File: src/rtl/score_ram_writer_pkg.sv
// hud_pkg: shared HUD constants, writer FSM states and the double-dabble step used by the BCD converter.
package hud_pkg;
   typedef enum logic [2:0] {IDLE, CONVERT, WR_SCORE, WR_LIVES, DONE} hud_wr_state_t;
   localparam logic [7:0] ASCII_ZERO = 8'h30;
   localparam int SCORE_ADDR_DEF = 7;
   localparam int LIVES_ADDR_DEF = 32;
   // One step on {bcd[15:0], bin[13:0]}: bump nibbles >= 5 by 3, then shift left.
   function automatic logic [29:0] dd_step(input logic [29:0] v);
      logic [29:0] a;
      a = v;
      for (int k = 0; k < 4; k++)
         if (a[14+4*k +: 4] >= 4'd5) a[14+4*k +: 4] = a[14+4*k +: 4] + 4'd3;
      return {a[28:0], 1'b0};
   endfunction
endpackage

File: src/rtl/score_ram_writer_if.sv
// score_ram_writer_if: refresh request inputs plus the HUD RAM write port driven by the writer.
interface score_ram_writer_if;
   logic        update;
   logic [13:0] score_in;
   logic [3:0]  lives_in;
   logic        busy;
   logic        done;
   logic        we;
   logic [7:0]  write_address;
   logic [7:0]  data_In;
   modport master (output update, score_in, lives_in, input busy, done, we, write_address, data_In);
   modport slave (input update, score_in, lives_in, output busy, done, we, write_address, data_In);
endinterface

File: src/rtl/score_ram_writer_bin2bcd_seq.sv
// bin2bcd_seq: 14-bit to 4-digit BCD, one double-dabble step per cycle for 14 cycles after start.
module bin2bcd_seq
   import hud_pkg::*;
(
   input  logic        clk,
   input  logic        rst_n,
   input  logic        start,
   input  logic [13:0] bin,
   output logic        done,
   output logic [15:0] bcd
);
   logic [29:0] acc_q, acc_d;
   logic [3:0]  cnt_q, cnt_d;
   always_comb begin
      acc_d = acc_q;
      cnt_d = cnt_q;
      if (start) begin
         acc_d = {16'd0, bin};
         cnt_d = 4'd14;
      end else if (cnt_q != 4'd0) begin
         acc_d = dd_step(acc_q);
         cnt_d = cnt_q - 4'd1;
      end
   end
   // done flags the cycle whose step is the last; bcd is that step's result.
   assign done = (cnt_q == 4'd1) && !start;
   assign bcd  = acc_d[29:14];
   always_ff @(posedge clk or negedge rst_n) begin
      if (!rst_n) begin
         acc_q <= '0;
         cnt_q <= '0;
      end else begin
         acc_q <= acc_d;
         cnt_q <= cnt_d;
      end
   end
endmodule

File: src/rtl/score_ram_writer.sv
// score_ram_writer: converts score/lives to ASCII and writes them into the fixed HUD RAM digit slots.
module score_ram_writer
   import hud_pkg::*;
#(
   parameter int SCORE_ADDR = SCORE_ADDR_DEF,
   parameter int LIVES_ADDR = LIVES_ADDR_DEF,
   parameter int SCORE_MAX  = 9999
) (
   input logic               Clk,
   input logic               Reset_n,
   score_ram_writer_if.slave bus
);
   localparam logic [13:0] SMAX = 14'(SCORE_MAX);
   hud_wr_state_t state_q, state_d;
   logic [1:0]  idx_q, idx_d;
   logic [3:0]  lives_q, lives_d, plives_q, plives_d, src_lives;
   logic [13:0] pscore_q, pscore_d, src_score, sat_score;
   logic        pend_q, pend_d, we_q, we_d, start, conv_done;
   logic [7:0]  addr_q, addr_d, data_q, data_d;
   logic [15:0] digits_q, digits_d, conv_bcd;
   // A request seen in DONE supersedes any queued one and starts at once.
   assign src_score = bus.update ? bus.score_in : pscore_q;
   assign src_lives = bus.update ? bus.lives_in : plives_q;
   assign sat_score = src_score > SMAX ? SMAX : src_score;
   assign start = (state_q == IDLE && bus.update) || (state_q == DONE && (bus.update || pend_q));
   bin2bcd_seq u_conv (
      .clk   (Clk),
      .rst_n (Reset_n),
      .start (start),
      .bin   (sat_score),
      .done  (conv_done),
      .bcd   (conv_bcd)
   );
   always_comb begin
      state_d  = state_q;
      idx_d    = idx_q;
      lives_d  = lives_q;
      pend_d   = pend_q;
      pscore_d = pscore_q;
      plives_d = plives_q;
      we_d     = 1'b0;
      addr_d   = addr_q;
      data_d   = data_q;
      digits_d = digits_q;
      if (bus.update && !start) begin
         pend_d   = 1'b1;
         pscore_d = bus.score_in;
         plives_d = bus.lives_in;
      end
      if (start) begin
         state_d = CONVERT;
         pend_d  = 1'b0;
         lives_d = src_lives > 4'd9 ? 4'd9 : src_lives;
      end
      // Write outputs are registered, so each write is issued on the edge entering its cycle.
      unique case (state_q)
         CONVERT: if (conv_done) begin
            state_d  = WR_SCORE;
            idx_d    = 2'd0;
            digits_d = conv_bcd;
            we_d     = 1'b1;
            addr_d   = 8'(SCORE_ADDR);
            data_d   = ASCII_ZERO + {4'd0, conv_bcd[15:12]};
         end
         WR_SCORE: begin
            we_d = 1'b1;
            if (idx_q == 2'd3) begin
               state_d = WR_LIVES;
               addr_d  = 8'(LIVES_ADDR);
               data_d  = ASCII_ZERO + {4'd0, lives_q};
            end else begin
               idx_d  = idx_q + 2'd1;
               addr_d = 8'(SCORE_ADDR) + {6'd0, idx_d};
               data_d = ASCII_ZERO + {4'd0, digits_q[{~idx_d, 2'b00} +: 4]};
            end
         end
         WR_LIVES: state_d = DONE;
         default: if (!start) state_d = IDLE;
      endcase
   end
   always_ff @(posedge Clk or negedge Reset_n) begin
      if (!Reset_n) begin
         state_q  <= IDLE;
         idx_q    <= '0;
         lives_q  <= '0;
         pend_q   <= 1'b0;
         pscore_q <= '0;
         plives_q <= '0;
         we_q     <= 1'b0;
         addr_q   <= '0;
         data_q   <= '0;
         digits_q <= '0;
      end else begin
         state_q  <= state_d;
         idx_q    <= idx_d;
         lives_q  <= lives_d;
         pend_q   <= pend_d;
         pscore_q <= pscore_d;
         plives_q <= plives_d;
         we_q     <= we_d;
         addr_q   <= addr_d;
         data_q   <= data_d;
         digits_q <= digits_d;
      end
   end
   assign bus.busy          = state_q != IDLE;
   assign bus.done          = state_q == DONE;
   assign bus.we            = we_q;
   assign bus.write_address = addr_q;
   assign bus.data_In       = data_q;
endmodule

File: src/flat_wrapper.sv
// flat-port wrapper written by rule: the top's interface ports become plain ports
module score_ram_writer_flat import hud_pkg::*;
#(
   parameter int SCORE_ADDR = SCORE_ADDR_DEF,
   parameter int LIVES_ADDR = LIVES_ADDR_DEF,
   parameter int SCORE_MAX  = 9999
)
  (Clk, Reset_n, bus_update, bus_score_in, bus_lives_in, bus_busy, bus_done, bus_we, bus_write_address, bus_data_In);
  score_ram_writer_if bus_i ();
  input logic Clk;
  input logic Reset_n;
  input wire logic [$bits(bus_i.update)-1:0] bus_update;
  input wire logic [$bits(bus_i.score_in)-1:0] bus_score_in;
  input wire logic [$bits(bus_i.lives_in)-1:0] bus_lives_in;
  output wire logic [$bits(bus_i.busy)-1:0] bus_busy;
  output wire logic [$bits(bus_i.done)-1:0] bus_done;
  output wire logic [$bits(bus_i.we)-1:0] bus_we;
  output wire logic [$bits(bus_i.write_address)-1:0] bus_write_address;
  output wire logic [$bits(bus_i.data_In)-1:0] bus_data_In;
  assign bus_i.update = bus_update;
  assign bus_i.score_in = bus_score_in;
  assign bus_i.lives_in = bus_lives_in;
  assign bus_busy = bus_i.busy;
  assign bus_done = bus_i.done;
  assign bus_we = bus_i.we;
  assign bus_write_address = bus_i.write_address;
  assign bus_data_In = bus_i.data_In;
  score_ram_writer #(.SCORE_ADDR(SCORE_ADDR), .LIVES_ADDR(LIVES_ADDR), .SCORE_MAX(SCORE_MAX)) u_core (.Clk(Clk), .Reset_n(Reset_n), .bus(bus_i));
endmodule
File: config.mk
export PLATFORM = sky130hd
export DESIGN_NAME = score_ram_writer_flat
export DESIGN_NICKNAME = d
export VERILOG_FILES = /design/src/rtl/score_ram_writer_pkg.sv /design/src/rtl/score_ram_writer_if.sv /design/src/rtl/score_ram_writer_bin2bcd_seq.sv /design/src/rtl/score_ram_writer.sv /design/src/flat_wrapper.sv
export SDC_FILE = /design/constraint.sdc
export NUM_CORES = 1
export LEC_CHECK = 0
export ABC_AREA = 0
export ABC_CLOCK_PERIOD_IN_PS = 2100
export CAP_MARGIN = 20
export CORE_AREA = 2 2 111 86
export DETAILED_ROUTE_END_ITERATION = 16
export DIE_AREA = 0 0 113 88
export HOLD_SLACK_MARGIN = 0.06
export PLACE_DENSITY = 0.74
export RECOVER_POWER = 100
export SYNTH_ARGS = -nofsm -noshare
export SYNTH_HDL_FRONTEND = slang
export SYNTH_SLANG_ARGS = --single-unit
File: constraint.sdc
create_clock -name Clk -period 2.1 [get_ports Clk]
set_clock_uncertainty 0.1 [all_clocks]
set_input_delay 0.42 -clock Clk [delete_from_list [all_inputs] [get_ports Clk]]
set_output_delay 0.42 -clock Clk [all_outputs]
set_load 0.05 [all_outputs]
# Word-level counts from Yosys, hierarchy flattened
# Cells that the tools add are included.
totals:
  reg_bits: 95
  latchBits: 0
  ramBits: 0
  romBits: 0
  n_memories: 0
op_classes:
  n_addsub: 10
  multipliers: 0
  div_mod_pow: 0
  n_lt_le_gt_ge: 6
  eq_ne: 8
  n_shift: 1
  mux: 30
  bitwise_logic: 1
  reduce_logical: 16
op_table:
  columns: ["op", "n"]
  rows:
  - ["two-way mux 30 bit", 2]
  - ["two-way mux 8 bit", 4]
  - ["case mux 8 bit (2 select lines)", 2]
  - ["two-way mux 14 bit", 2]
  - ["two-way mux 4 bit", 7]
  - ["adder 6 x 4 -> 7 bit, first input constant", 3]
  - ["greater-or-equal comparator 4 x 3 -> 1 bit, second input constant", 4]
  - ["variable part select 16 x 5 -> 4 bit", 1]
  - ["two-way mux 3 bit", 5]
  - ["> comparator 14 bit, second input constant", 1]
  - ["adder 4 x 2 -> 4 bit, second input constant", 3]
  - ["case mux 3 bit (3 select lines)", 1]
  - ["equality test 3 x 2 -> 1 bit, second input constant", 2]
  - ["nonzero test 2 bit", 3]
  - ["adder 3 x 2 -> 4 bit, first input constant", 1]
  - ["equality test 4 x 1 -> 1 bit, second input constant", 1]
  - ["> comparator 4 bit, second input constant", 1]
  - ["logical AND 1 bit", 4]
  - ["two-way mux 2 bit", 2]
  - ["case mux 2 bit (2 select lines)", 1]
  - ["AND reduction 2 bit", 2]
  - ["nonzero test 4 bit", 1]
  - ["subtractor 4 x 1 -> 4 bit, second input constant", 1]
  - ["adder 3 x 2 -> 3 bit, second input constant", 1]
  - ["14 further kinds", 17]

# Longest topological paths before layout
# Gate-level depths: netlist of the first run.
logic_depth:
  depth_word: 7
  depth_mapped: 9
  depth_no_buf: 7

# Cells and area by module
# From an unflattened synthesis of the first run, not the netlist that was laid out.
unflattened:
  hier_cells: 477
  hier_area_um2: 4873.4
modules_own_cells:
  columns: ["mod", "instances", "cells_per_inst", "area_per_inst_um2", "seq_area_each_um2"]
  rows:
  - ["score_ram_writer", 1, 253, 2768.9, 1376.3]
  - ["bin2bcd_seq", 1, 224, 2104.5, 850.8]

# Worst setup path after synthesis of the first run
# No wires, ideal clock.
synth_timing:
  path_kind: "register to output"
  start: "reg u_core.state_q[0]"
  end: "out bus_done"
  arrival_ns: 1.718
  slack_ns: -0.138
  stages_incl_launch_ff: 3
  path_buffers: 1
  path_cell_list: "dfrtp_1 > clkbuf_1 > nor3b_1"
synth_between:
  elab_chain_len: 1
synth_rtl:
  columns: ["item", "line", "source"]
  rows:
  - ["from (decl)", "score_ram_writer.sv:14", "hud_wr_state_t state_q, state_d;"]
  - ["from (signal assigned)", "score_ram_writer.sv:94", "state_q <= state_d;"]
  - ["equality test 3 bit", "score_ram_writer.sv:107", "assign bus.done = state_q == DONE;"]
  - ["to (decl)", "flat_wrapper.sv:16", "output wire logic [$bits(bus_i.done)-1:0] bus_done;"]
# No other way between the ends.

# Worst setup path in the final report of the first run
layout_timing:
  start: "reg u_core.u_conv.cnt_q[1]"
  end: "reg u_core.data_q[2], in the netlist u_core.bus.data_In[2]"
layout_between:
  elab_chain_len: 6
layout_rtl:
  columns: ["item", "line", "source"]
  rows:
  - ["from (decl)", "score_ram_writer_bin2bcd_seq.sv:13", "logic [3:0] cnt_q, cnt_d;"]
  - ["from (signal assigned)", "score_ram_writer_bin2bcd_seq.sv:34", "cnt_q <= cnt_d;"]
  - ["nonzero test 4 bit", "score_ram_writer_bin2bcd_seq.sv:20", "end else if (cnt_q != 4'd0) begin"]
  - ["two-way mux 30 bit", "score_ram_writer_bin2bcd_seq.sv:20", null]
  - ["two-way mux 30 bit", "score_ram_writer_bin2bcd_seq.sv:17", "if (start) begin"]
  - ["adder 6 x 4 -> 7 bit", "score_ram_writer.sv:63", "data_d = ASCII_ZERO + {4'd0, conv_bcd[15:12]};"]
  - ["two-way mux 8 bit", "score_ram_writer.sv:57", "CONVERT: if (conv_done) begin"]
  - ["case mux 8 bit (2 select lines)", "score_ram_writer.sv:56", "unique case (state_q)"]
  - ["to (signal assigned)", "score_ram_writer.sv:102", "data_q <= data_d;"]
  - ["to (decl)", "score_ram_writer.sv:19", "logic [7:0] addr_q, addr_d, data_q, data_d;"]
# Several ways; a longest one is shown, not always the timed one. The select of a mux whose other input is x is not followed.
# A chain may end at the register's enable or synchronous reset.

==> results of run 1 <==
[what timing repair did]
| item | 4_1_cts | 5_1_grt |
|---|---|---|
| gates resized for setup | 8 | 27 |
| endpoints found under the hold margin | 29 | 0 |
| hold buffers | 1 | 0 |
| pin swaps | 3 | 5 |
| endpoints found under the setup margin | 23 | 30 |
| buffers inserted | 0 | 2 |
[power groups by stage]
| stage | Sequential, uW | Combinational [uW] | Clock (uW) |
|---|---|---|---|
| 5_1_grt | 3110 | 3920 | 1860 |
| 3_5_place_dp | 3000 | 3430 | 0 |
| 2_1_floorplan | 3150 | 2140 | 0 |
| 6_report | 3010 | 3550 | 1750 |
| 4_1_cts | 2990 | 3490 | 1790 |
| 3_3_place_gp | 2970 | 3290 | 0 |
[through the flow]
| stage | util | setup WS [ns] | cell area (um2) | hold WS, ns |
|---|---|---|---|---|
| floorplan | - | -0.0242 | 4500 | 0.0244 |
| global placement | 0.586 | -0.168 | 5190 | 0.288 |
| detailed placement | 0.586 | -0.300 | 5190 | 0.288 |
| CTS | 0.628 | -0.0477 | 5560 | 0.384 |
| global route | 0.632 | -0.0822 | 5600 | 0.399 |
| finish | 0.632 | -0.0408 | 5600 | 0.383 |
[area by class of cell]
cell class	count	area, um2
fill	721	3260
clock inverter	4	75.1
clock buffer	12	256
sequential	89	2230
timing repair buffer	79	674
multi-input combinational	298	2170
inverter	15	56.3
tap	112	140
[critical path: stages, from the launching register on]
cell     delay, ns
dfrtp_1       0.39
inv_2         0.08
ha_4          0.11
or3b_4        0.37
or4b_4        0.51
or3_4         0.35
a22oi_2       0.15
[metal layers]
metal | wire [um] | share of wire
met1 | 4470 | 0.45
met2 | 4750 | 0.48
met3 | 573 | 0.058
met4 | 122 | 0.012
met5 | 0 | 0
[kinds of logic (layout without fill, tap and decap cells)]
group | Yosys count | count (layout) | synth area share
AOI/OAI and AO/OA | 87 | 87 | 0.122
muxes | 56 | 56 | 0.142
and+or+nand+nor | 131 | 131 | 0.141
other | 1 | 5 | 0.000840
xor gates and xnor gates | 5 | 5 | 0.00981
buffers and inverters | 46 | 110 | 0.0459
DFF | 89 | 89 | 0.499
adders and majority gates | 14 | 14 | 0.0392
[synth_stat cells, types with 3 or more instances]
cell type  count
o21ai_1       11
clkbuf_1      17
mux4_2         4
a32oi_1        5
mux2i_1       33
a31oi_1        4
mux2_2        19
and3_1         5
nor3b_1        5
o22ai_1        5
nand2b_1       8
or3b_2         3
xnor2_1        5
or3_1          9
o21ai_0       19
buf_4          6
inv_1         15
nand2_1       58
a21oi_1       22
ha_1          14
dfrtp_1       89
o221ai_1       4
nor2_1        28
nor3_1         6
o21a_1         3
buf_2          8
[sequential cells by signal, summed over array words and instances, names as in the netlist, 4 cells and up]
register                  flops
u_core.u_conv.acc_q          30
u_core.digits_q              16
u_core.pscore_q              14
u_core.bus.data_In            5
u_core.bus.write_address      5
u_core.lives_q                4
u_core.plives_q               4
u_core.u_conv.cnt_q           4
[layout by cell type (no fill, tap or decap), types with 4 or more instances in the layout]
cell,instances
a21oi_1,16
a21oi_2,5
a31oi_1,4
a32oi_1,5
and3_1,5
buf_4,29
buf_6,6
clkbuf_1,6
clkbuf_16,9
clkbuf_2,5
clkdlybuf4s50_1,28
conb_1,5
dfrtp_1,88
ha_1,12
inv_1,14
mux2_2,18
mux2i_1,31
mux4_2,4
nand2_1,57
nand2b_1,7
nor2_1,27
nor3_1,4
o21ai_0,16
o21ai_1,14
o22ai_1,5
or3_1,8
xnor2_1,5
[worst max-delay path by stage]
stage / start / to / slack [ns] / cells after the start
floorplan: u_core.u_conv.cnt_q[1] / u_core.bus.data_In[2] / -0.02 / 6
global placement: bus_update / u_core.u_conv.acc_q[10] / -0.17 / 7
detailed placement: bus_update / u_core.u_conv.acc_q[10] / -0.30 / 7
CTS: u_core.u_conv.cnt_q[1] / u_core.bus.data_In[2] / -0.05 / 6
global route: u_core.u_conv.cnt_q[1] / u_core.bus.data_In[2] / -0.08 / 6
finish: u_core.u_conv.cnt_q[1] / u_core.bus.data_In[2] / -0.04 / 6
==> results.sh, run 1 <==
export IMPL_clkPwrFrac=0.211
export IMPL_maxCapViolations=0
export IMPL_vdd_ir_drop_worst_v=0.000687
export IMPL_total_number_of_vias=3418
export IMPL_instances_no_fill=609
export IMPL_grt_use_total=0.209
export IMPL_clock_root_buffer="clkbuf_16"
export IMPL_power_uw=8320
export IMPL_number_of_failing_hold_endpoints_at_the_final_stage=0
export IMPL_synth_ff_latch_count=89
export IMPL_power_frac_comb=0.427
export IMPL_criticalPathCategory="reg2reg"
export IMPL_grt_use_met3=0.0540
export IMPL_clkSinkCount=89
export IMPL_grt_met2_usage=0.349
export IMPL_yosysWarnings=0
export IMPL_seq_power_share=0.362
export IMPL_syn_avg_cell_area_um2=10.4
export IMPL_dieArea_um2=9940
export IMPL_grt_start_max_net_pins=54
export IMPL_required_ns=2.26
export IMPL_rr_startpoint="u_core.u_conv.cnt_q[1]"
export IMPL_final_period_utilization=1.02
export IMPL_cp_arrival_ns=2.30
export IMPL_cts_tree="done"
export IMPL_post_dp_hpwl_mm=6.84
export IMPL_synth_edf_count=0
export IMPL_depth_of_the_most_critical_reg_to_reg_path=6
export IMPL_startpoint_type="flip-flop"
export IMPL_post_drt_via_cell_ratio=5.61
export IMPL_synthesis_area_um2=4470
export IMPL_overflow=0
export IMPL_die_width_um=113
export IMPL_postSynthCellCount=429
export IMPL_drc_errors=4
export IMPL_finalSetupTns_ns=-0.0611
export IMPL_p_sw_uw=3110
export IMPL_synth_area_top_cells="dfrtp_1 (50%), mux2i_1 (7.4%), nand2_1 (4.9%)"
export IMPL_ios=40
export IMPL_slew_viol_final=0
export IMPL_cts_buffers=9
export IMPL_switching_share=0.374
export IMPL_place_inst=590
export IMPL_start_util=0.504
export IMPL_placementRows=30
export IMPL_ys_dominant_reg_cell="dfrtp_1"
export IMPL_crit_path_end_kind="flip-flop"
export IMPL_status="complete, but fails checks"
export IMPL_diodes=0
export IMPL_power_density_cell_area_nw_per_um2=1480
export IMPL_internal_power_uw=5200
export IMPL_wl_mm=9.92
export IMPL_first_pass_grt_wire_length_mm=16.4
export IMPL_place_congestion=0.849
export IMPL_post_synth_num_cell_types=46
export IMPL_setup_violations_final=2
export IMPL_finish_net_count=527
export IMPL_die_height_um=88
export IMPL_antenna_violating_nets_post_route=0
export IMPL_share_of_cells_above_drive_strength_1=0.227
export IMPL_io_buffers=34
export IMPL_worst_pin_slew_ns=0.830
export IMPL_worst_hold_path_type="reg2reg"
export IMPL_global_route_peak_usage_layer="met2"
export IMPL_number_of_antenna_violations_at_the_first_check_in_global_routing=0
export IMPL_core_region_area_um2=8860
export IMPL_hold_path_startpoint="u_core.digits_q[12]"
export IMPL_ctsHtreeMaxLevel=3
export IMPL_timing_reg2reg_setup_slack_ns=-0.04
export IMPL_cellLeakagePower_uw=0.00256
export IMPL_synth_top_cell_area_share=0.499
export IMPL_max_slew_margin=0.447
export IMPL_timing_final_crit_period_ns=2.14
export IMPL_yosysSeqAreaShare=0.499
export IMPL_hold_path_cell_count=2
export IMPL_use_met1=0.278
export IMPL_worstSkewPairLatency_ns=0.34
export IMPL_post_synth_top_area_cell="dfrtp_1"
export IMPL_worst_case_setup_margin_in_the_final_layout_ns=-0.0408
export IMPL_cts_root_to_sink_buffers=2
export IMPL_critical_path_peak_fanout=3
export IMPL_timing_hold_worst_endpoint="u_core.digits_q[12]"
export IMPL_unrepaired_setup_endpoints_after_global_routing="true"
export IMPL_clock_fmax_mhz=467
export IMPL_detailedRoute_firstPassIterationCount=10
export IMPL_detail_route_wl_per_cell_um=16.3
export IMPL_drtIter0Drc=245
export IMPL_cts_clk_slew_worst_paths_ns=0.06
export IMPL_area_growth_pct=25.5
export IMPL_via_count_of_the_first_global_routing_pass=3385
export IMPL_failed_checks="DRC, setup timing"
export IMPL_async_reset_ff_frac=1.00
export IMPL_reg2reg_to="u_core.bus.data_In[2]"
(Power assumes the default switching activity.)
==> run 2: changes to the inputs <==
--- a/config.mk
+++ b/config.mk
@@ -5,7 +5,6 @@
 export SDC_FILE = /design/constraint.sdc
 export NUM_CORES = 1
 export LEC_CHECK = 0
-export ABC_AREA = 0
 export ABC_CLOCK_PERIOD_IN_PS = 2100
 export CAP_MARGIN = 20
 export CORE_AREA = 2 2 111 86
==> results of run 2 <==
Final layout, timing and power as in run 1 (identical DEF).
